==> src/rtl/psram_pkg.sv <==
// Shared types and constants for the PSRAM read-side arbitration logic.
package psram_pkg;

    typedef logic [24:0] psram_addr_t;
    typedef logic [17:0] psram_data_t;

    localparam int PSRAM_BURST_LEN = 4;
    localparam int PSRAM_MAX_OUTST = 4;

    typedef enum logic {
        IDLE  = 1'b0,
        ISSUE = 1'b1
    } arb_state_t;

endpackage

==> src/rtl/psram_arb_owner_fifo.sv <==
// In-order owner FIFO: one bit per outstanding burst recording which requester
// issued it, so returning R beats can be steered back to the right place.
module psram_arb_owner_fifo #(
    parameter int DEPTH = 4
) (
    input  logic clk,
    input  logic reset,
    input  logic push,
    input  logic push_id,
    input  logic pop,
    output logic head_id,
    output logic full,
    output logic empty
);

    localparam int AW = (DEPTH > 1) ? $clog2(DEPTH) : 1;

    logic [DEPTH-1:0] mem;
    logic [AW:0]      wr_ptr;
    logic [AW:0]      rd_ptr;

    // Owner storage; contents are only meaningful between the pointers, so no reset.
    always_ff @(posedge clk) begin
        if (push) begin
            mem[wr_ptr[AW-1:0]] <= push_id;
        end
    end

    // Pointers carry one extra wrap bit to tell full from empty.
    always_ff @(posedge clk) begin
        if (reset) begin
            wr_ptr <= '0;
            rd_ptr <= '0;
        end else begin
            if (push) begin
                wr_ptr <= wr_ptr + 1'b1;
            end
            if (pop) begin
                rd_ptr <= rd_ptr + 1'b1;
            end
        end
    end

    assign head_id = mem[rd_ptr[AW-1:0]];
    assign empty   = (wr_ptr == rd_ptr);
    assign full    = (wr_ptr[AW] != rd_ptr[AW]) && (wr_ptr[AW-1:0] == rd_ptr[AW-1:0]);

endmodule

==> src/rtl/psram_rd_arb.sv <==
// Two-requester arbiter for the psram_ctrl AXI4 read port (AR/R).
// Requester 0 is the video frame fetcher, requester 1 a secondary reader.
// Burst owners are queued in order so R beats return to the issuing requester.
// Optional build macro PSRAM_ARB_FIXED_PRIO_EN: requester 0 always wins a
// simultaneous request and the round-robin pointer is removed.
module psram_rd_arb
    import psram_pkg::*;
#(
    parameter int BURST_LEN = PSRAM_BURST_LEN,
    parameter int MAX_OUTST = PSRAM_MAX_OUTST
) (
    input  logic        clk,
    input  logic        reset,
    input  logic        psram_ready,
    input  psram_addr_t m0_araddr,
    input  logic        m0_arvalid,
    output logic        m0_arready,
    output psram_data_t m0_rdata,
    output logic        m0_rvalid,
    input  psram_addr_t m1_araddr,
    input  logic        m1_arvalid,
    output logic        m1_arready,
    output psram_data_t m1_rdata,
    output logic        m1_rvalid,
    output psram_addr_t s_araddr,
    output logic        s_arvalid,
    input  logic        s_arready,
    input  psram_data_t s_rdata,
    input  logic        s_rvalid,
    output logic        err_orphan
);

    localparam int BCW = (BURST_LEN > 1) ? $clog2(BURST_LEN) : 1;
    localparam logic [BCW-1:0] BEAT_LAST = BCW'(BURST_LEN - 1);

    arb_state_t     state;
    logic           grant_id;
    logic           win_id;
    logic           req_any;
    logic           push;
    logic           pop;
    logic           head_id;
    logic           fifo_full;
    logic           fifo_empty;
    logic [BCW-1:0] beat_cnt;

`ifndef PSRAM_ARB_FIXED_PRIO_EN
    logic           rr_last;
`endif

    // Pick the winner among the current requests.
    always_comb begin
        req_any = m0_arvalid | m1_arvalid;
`ifdef PSRAM_ARB_FIXED_PRIO_EN
        win_id  = ~m0_arvalid;
`else
        if (m0_arvalid && m1_arvalid) begin
            win_id = ~rr_last;
        end else begin
            win_id = ~m0_arvalid;
        end
`endif
    end

    // The AR handshake pushes the owner; arready is steered to the latched winner only.
    assign push       = (state == ISSUE) && s_arready;
    assign m0_arready = push && !grant_id;
    assign m1_arready = push &&  grant_id;
    assign pop        = s_rvalid && !fifo_empty && (beat_cnt == BEAT_LAST);

    // AR FSM: latch winner and address in IDLE, hold them stable through ISSUE.
    always_ff @(posedge clk) begin
        if (reset) begin
            state     <= IDLE;
            s_arvalid <= 1'b0;
            s_araddr  <= '0;
            grant_id  <= 1'b0;
        end else begin
            case (state)
                IDLE: begin
                    if (psram_ready && !fifo_full && req_any) begin
                        state     <= ISSUE;
                        s_arvalid <= 1'b1;
                        grant_id  <= win_id;
                        s_araddr  <= win_id ? m1_araddr : m0_araddr;
                    end
                end
                ISSUE: begin
                    if (s_arready) begin
                        state     <= IDLE;
                        s_arvalid <= 1'b0;
                    end
                end
                default: begin
                    state     <= IDLE;
                    s_arvalid <= 1'b0;
                end
            endcase
        end
    end

`ifndef PSRAM_ARB_FIXED_PRIO_EN
    // Round-robin pointer remembers the last requester that completed an AR handshake.
    always_ff @(posedge clk) begin
        if (reset) begin
            rr_last <= 1'b1;
        end else if (push) begin
            rr_last <= grant_id;
        end
    end
`endif

    // R routing: steer each beat to the head owner, count beats, flag orphans.
    always_ff @(posedge clk) begin
        if (reset) begin
            m0_rvalid  <= 1'b0;
            m1_rvalid  <= 1'b0;
            m0_rdata   <= '0;
            m1_rdata   <= '0;
            beat_cnt   <= '0;
            err_orphan <= 1'b0;
        end else begin
            m0_rvalid <= 1'b0;
            m1_rvalid <= 1'b0;
            if (s_rvalid) begin
                if (fifo_empty) begin
                    err_orphan <= 1'b1;
                end else begin
                    if (head_id) begin
                        m1_rvalid <= 1'b1;
                        m1_rdata  <= s_rdata;
                    end else begin
                        m0_rvalid <= 1'b1;
                        m0_rdata  <= s_rdata;
                    end
                    beat_cnt <= pop ? '0 : beat_cnt + 1'b1;
                end
            end
        end
    end

    psram_arb_owner_fifo #(
        .DEPTH(MAX_OUTST)
    ) u_owner_fifo (
        .clk    (clk),
        .reset  (reset),
        .push   (push),
        .push_id(grant_id),
        .pop    (pop),
        .head_id(head_id),
        .full   (fifo_full),
        .empty  (fifo_empty)
    );

endmodule

==> config.mk <==
export PLATFORM = sky130hd
export DESIGN_NAME = psram_rd_arb
export DESIGN_NICKNAME = d
export VERILOG_FILES = /design/src/rtl/psram_pkg.sv /design/src/rtl/psram_arb_owner_fifo.sv /design/src/rtl/psram_rd_arb.sv
export SDC_FILE = /design/constraint.sdc
export NUM_CORES = 1
export LEC_CHECK = 0
export ABC_AREA = 1
export CAP_MARGIN = 20
export CORE_MARGIN = 3
export CORE_UTILIZATION = 40
export DETAILED_ROUTE_END_ITERATION = 7
export PLACE_DENSITY_LB_ADDON = 0.25
export RECOVER_POWER = 100
export SYNTH_ARGS = -nofsm -noshare
export SYNTH_HDL_FRONTEND = slang
export SYNTH_SLANG_ARGS = --single-unit
==> constraint.sdc <==
create_clock -name clk -period 1.8 [get_ports clk]
set_input_delay 0.27 -clock clk [delete_from_list [all_inputs] [get_ports clk]]
set_output_delay 0.27 -clock clk [all_outputs]
set_load 0.02 [all_outputs]
==> impl_metrics.tcl <==
set metrics [dict create \
    clkTransAtPathRegs_ns 0.07 \
    grt_usage_pct 18.20 \
    proportion_of_layout_cells_with_a_drive_suffix_above_1_pct 5.140 \
    setup_tns_ns 0 \
    cts-buffers-inserted 9 \
    critical_path.endpoint_type "flop" \
    grt_pass1_vias 3458 \
    cts_sinks 80 \
    die-height_um 101.5 \
    placedInstanceArea_sq_mm 0.005161 \
    drv_slew 0 \
    drt_pre_antenna_iters 4 \
    cts_max_path_buffers 2 \
    min_from "err_orphan$_SDFFE_PP0P_" \
    detail_route.iter0.violations 101 \
    viasPerCell 4.584 \
    fin_area_sq_mm 0.005363 \
    ys_types 21 \
    maximum_vdd_ir_drop_mv 0.3304 \
    crit_path_start_kind "flop" \
    achievable-frequency_mhz 581.4 \
    grt_max_degree 51 \
    synth_area_leader_cell "sky130_fd_sc_hd__dfxtp_1" \
    syn_inst 540 \
    routed-via-count 3617 \
    first_pass_grt_wire_length_um 14960 \
    reg2reg_from "u_owner_fifo.rd_ptr[0]$_SDFFE_PP0P_" \
    final.hold.worst_slack_ns 0.4745 \
    clock-skew-final_ns 0.009604 \
    synth.area.top_cells "sky130_fd_sc_hd__dfxtp_1, sky130_fd_sc_hd__nor2_1, sky130_fd_sc_hd__nand2_1, sky130_fd_sc_hd__inv_1, sky130_fd_sc_hd__o21ai_0" \
    final-setup-viol-count 0 \
    ant_nets 0 \
    mostFrequentLayoutCells "sky130_fd_sc_hd__nor2_1, sky130_fd_sc_hd__clkdlybuf4s50_1, sky130_fd_sc_hd__nand2_1" \
    remaining_drc_errors 0 \
    power.density_cell_area_mw_per_mm2 755.8 \
    critical_path_peak_fanout 18 \
    worst_setup_path_startpoint "u_owner_fifo.rd_ptr[0]$_SDFFE_PP0P_" \
    wl_per_cell_um 12.08 \
    fp.dieArea_sq_mm 0.01031 \
    post-route-min-period_ns 1.720 \
    timing.slew.headroom_pct 70.77 \
    netlist_area_sq_mm 0.003650 \
    cts-hold-fix-buffers 0 \
    outcome "completed" \
    timing.final.crit_share_pct 95.55 \
    placed_cells 772 \
    cts_tree "built" \
    final_core_util_pct 60.90 \
    initial_utilization_pct 41.45 \
    grt_setup_unrepaired "true" \
    layout-area-overhead-vs-synth_pct 46.93 \
    finalWorstSetupSlack_ns 0.08009 \
    ys_ff_latch 80 \
    die_width_um 101.5 \
    nets 758 \
    synth-seq-area-share_pct 44.98 \
    tightestPinTransition_ns 0.4379 \
    dp_hpwl_um 6860 \
    fin_cells 789 \
    place.port_buffers 141 \
    ant_cells 0 \
    synth_top_area_share_pct 41.69 \
    htree_levels 3 \
    placementRows 34 \
    ff2ff_setup_slack_ns 0.08 \
    power.total_mw 4.053 \
    layout.filler_cells 821 \
    power.static_leakage_nw 2.536 \
    critical_path_rt_ns 2.03 \
    critical_path_class "reg2reg" \
    yosys_warnings 0 \
    place_ws_ns -0.07534 \
    worstSkewPairLatency_ns 0.34 \
    timing_hold_violations_final 0 \
    timing.critical_path.arrival_ns 1.95 \
    number_of_antenna_violations_at_the_first_check_in_global_routing 0 \
    max_cap_viol_count 0 \
    worst_min_delay_path_class "reg2reg" \
    avgSynthCellArea_sq_um 6.759 \
    drt_wl_total_um 9530 \
    most_common_library_cell_in_the_layout_ignoring_fill_and_taps "sky130_fd_sc_hd__nor2_1" \
    synth_nets 621 \
    clock_tree.root_cell "sky130_fd_sc_hd__clkbuf_8" \
    global_route.overflow_total 0 \
    num_io_pins 142 \
    standard_cell_core_area_sq_mm 0.008806 \
    gpl.final_weighted_congestion 0.8345 \
]
## state kept, by name, summed over array words and instances, names as in the netlist
name                 flops
state                    1
m0_rdata                18
u_owner_fifo.wr_ptr      3
s_araddr                25
beat_cnt                 2
u_owner_fifo.rd_ptr      3
m1_rvalid                1
s_arvalid                1
m1_rdata                18
grant_id                 1
err_orphan               1
rr_last                  1
u_owner_fifo.mem         4
m0_rvalid                1
## worst paths after layout
check / cells past startpoint / endpoint
worst max-delay path: 7 / m1_rdata[12]$_SDFFE_PP0P_
worst min-delay path: 2 / err_orphan$_SDFFE_PP0P_
worst max register to register: 7 / m1_rdata[12]$_SDFFE_PP0P_
worst min register to register: 2 / err_orphan$_SDFFE_PP0P_
## what timing repair did
item | CTS | global route
setup buffers | 0 | 0
resized for setup | 2 | 0
gates cloned | 0 | 2
setup endpoints to repair | 2 | 30
pin swaps | 0 | 2
## critical path: stages, from the launching register on
cell,delay [ns]
sky130_fd_sc_hd__dfxtp_1,0.48
sky130_fd_sc_hd__inv_2,0.11
sky130_fd_sc_hd__nand2_2,0.08
sky130_fd_sc_hd__nand2_2,0.09
sky130_fd_sc_hd__nand3_4,0.18
sky130_fd_sc_hd__nand3_2,0.39
sky130_fd_sc_hd__nor2_1,0.21
sky130_fd_sc_hd__nor2_1,0.07
## routing by layer
| layer | track usage [%] | routed length [um] |
|---|---|---|
| met1 | 21.36 | 4034 |
| met2 | 29.88 | 4617 |
| met3 | 5.647 | 649 |
| met4 | 9.407 | 229 |
| met5 | 0 | 0 |
## cell usage after synthesis
library cell and count:
sky130_fd_sc_hd__nand3_4 3, sky130_fd_sc_hd__buf_4 2, sky130_fd_sc_hd__nor2_1 140, sky130_fd_sc_hd__clkbuf_1 8, sky130_fd_sc_hd__edfxtp_1 4, sky130_fd_sc_hd__nand4_1 3
sky130_fd_sc_hd__buf_2 9, sky130_fd_sc_hd__nor3b_1 1, sky130_fd_sc_hd__nand3_2 1, sky130_fd_sc_hd__ha_1 6, sky130_fd_sc_hd__buf_6 7, sky130_fd_sc_hd__a21oi_1 7
sky130_fd_sc_hd__nand2_1 125, sky130_fd_sc_hd__nand3_1 5, sky130_fd_sc_hd__nand2_2 3, sky130_fd_sc_hd__o21ai_1 9, sky130_fd_sc_hd__o21ai_0 48, sky130_fd_sc_hd__inv_1 79
sky130_fd_sc_hd__xor2_1 1, sky130_fd_sc_hd__inv_2 3, sky130_fd_sc_hd__dfxtp_1 76
## power breakdown
part | switching (mW) | total [mW] | internal [mW]
registers | 0.0551 | 1.94 | 1.88
clock network | 0.609 | 1.28 | 0.671
logic | 0.418 | 0.836 | 0.417
## area by class of cell
class	count	area, sq um	share of cell area, %
inverters	82	307.8	5.740
flip-flops and latches	80	1642	30.61
multi-input cells	354	1555	29.00
repair buffers	150	1535	28.63
clock inverters	3	42.54	0.7933
well taps	108	135.1	2.520
clock buffers	12	145.1	2.706
## cells by family (layout without fill, tap and decap cells)
family / after synthesis / in the layout / share of synthesized area (%)
and+or+nand+nor: 281 / 283 / 30.89
buffers and inverters: 108 / 247 / 13.06
DFF: 80 / 80 / 44.98
AOI/OAI and AO/OA: 64 / 64 / 8.776
adders and majority gates: 6 / 6 / 2.057
xor gates and xnor gates: 1 / 1 / 0.2400
(Power assumes the default switching activity.)
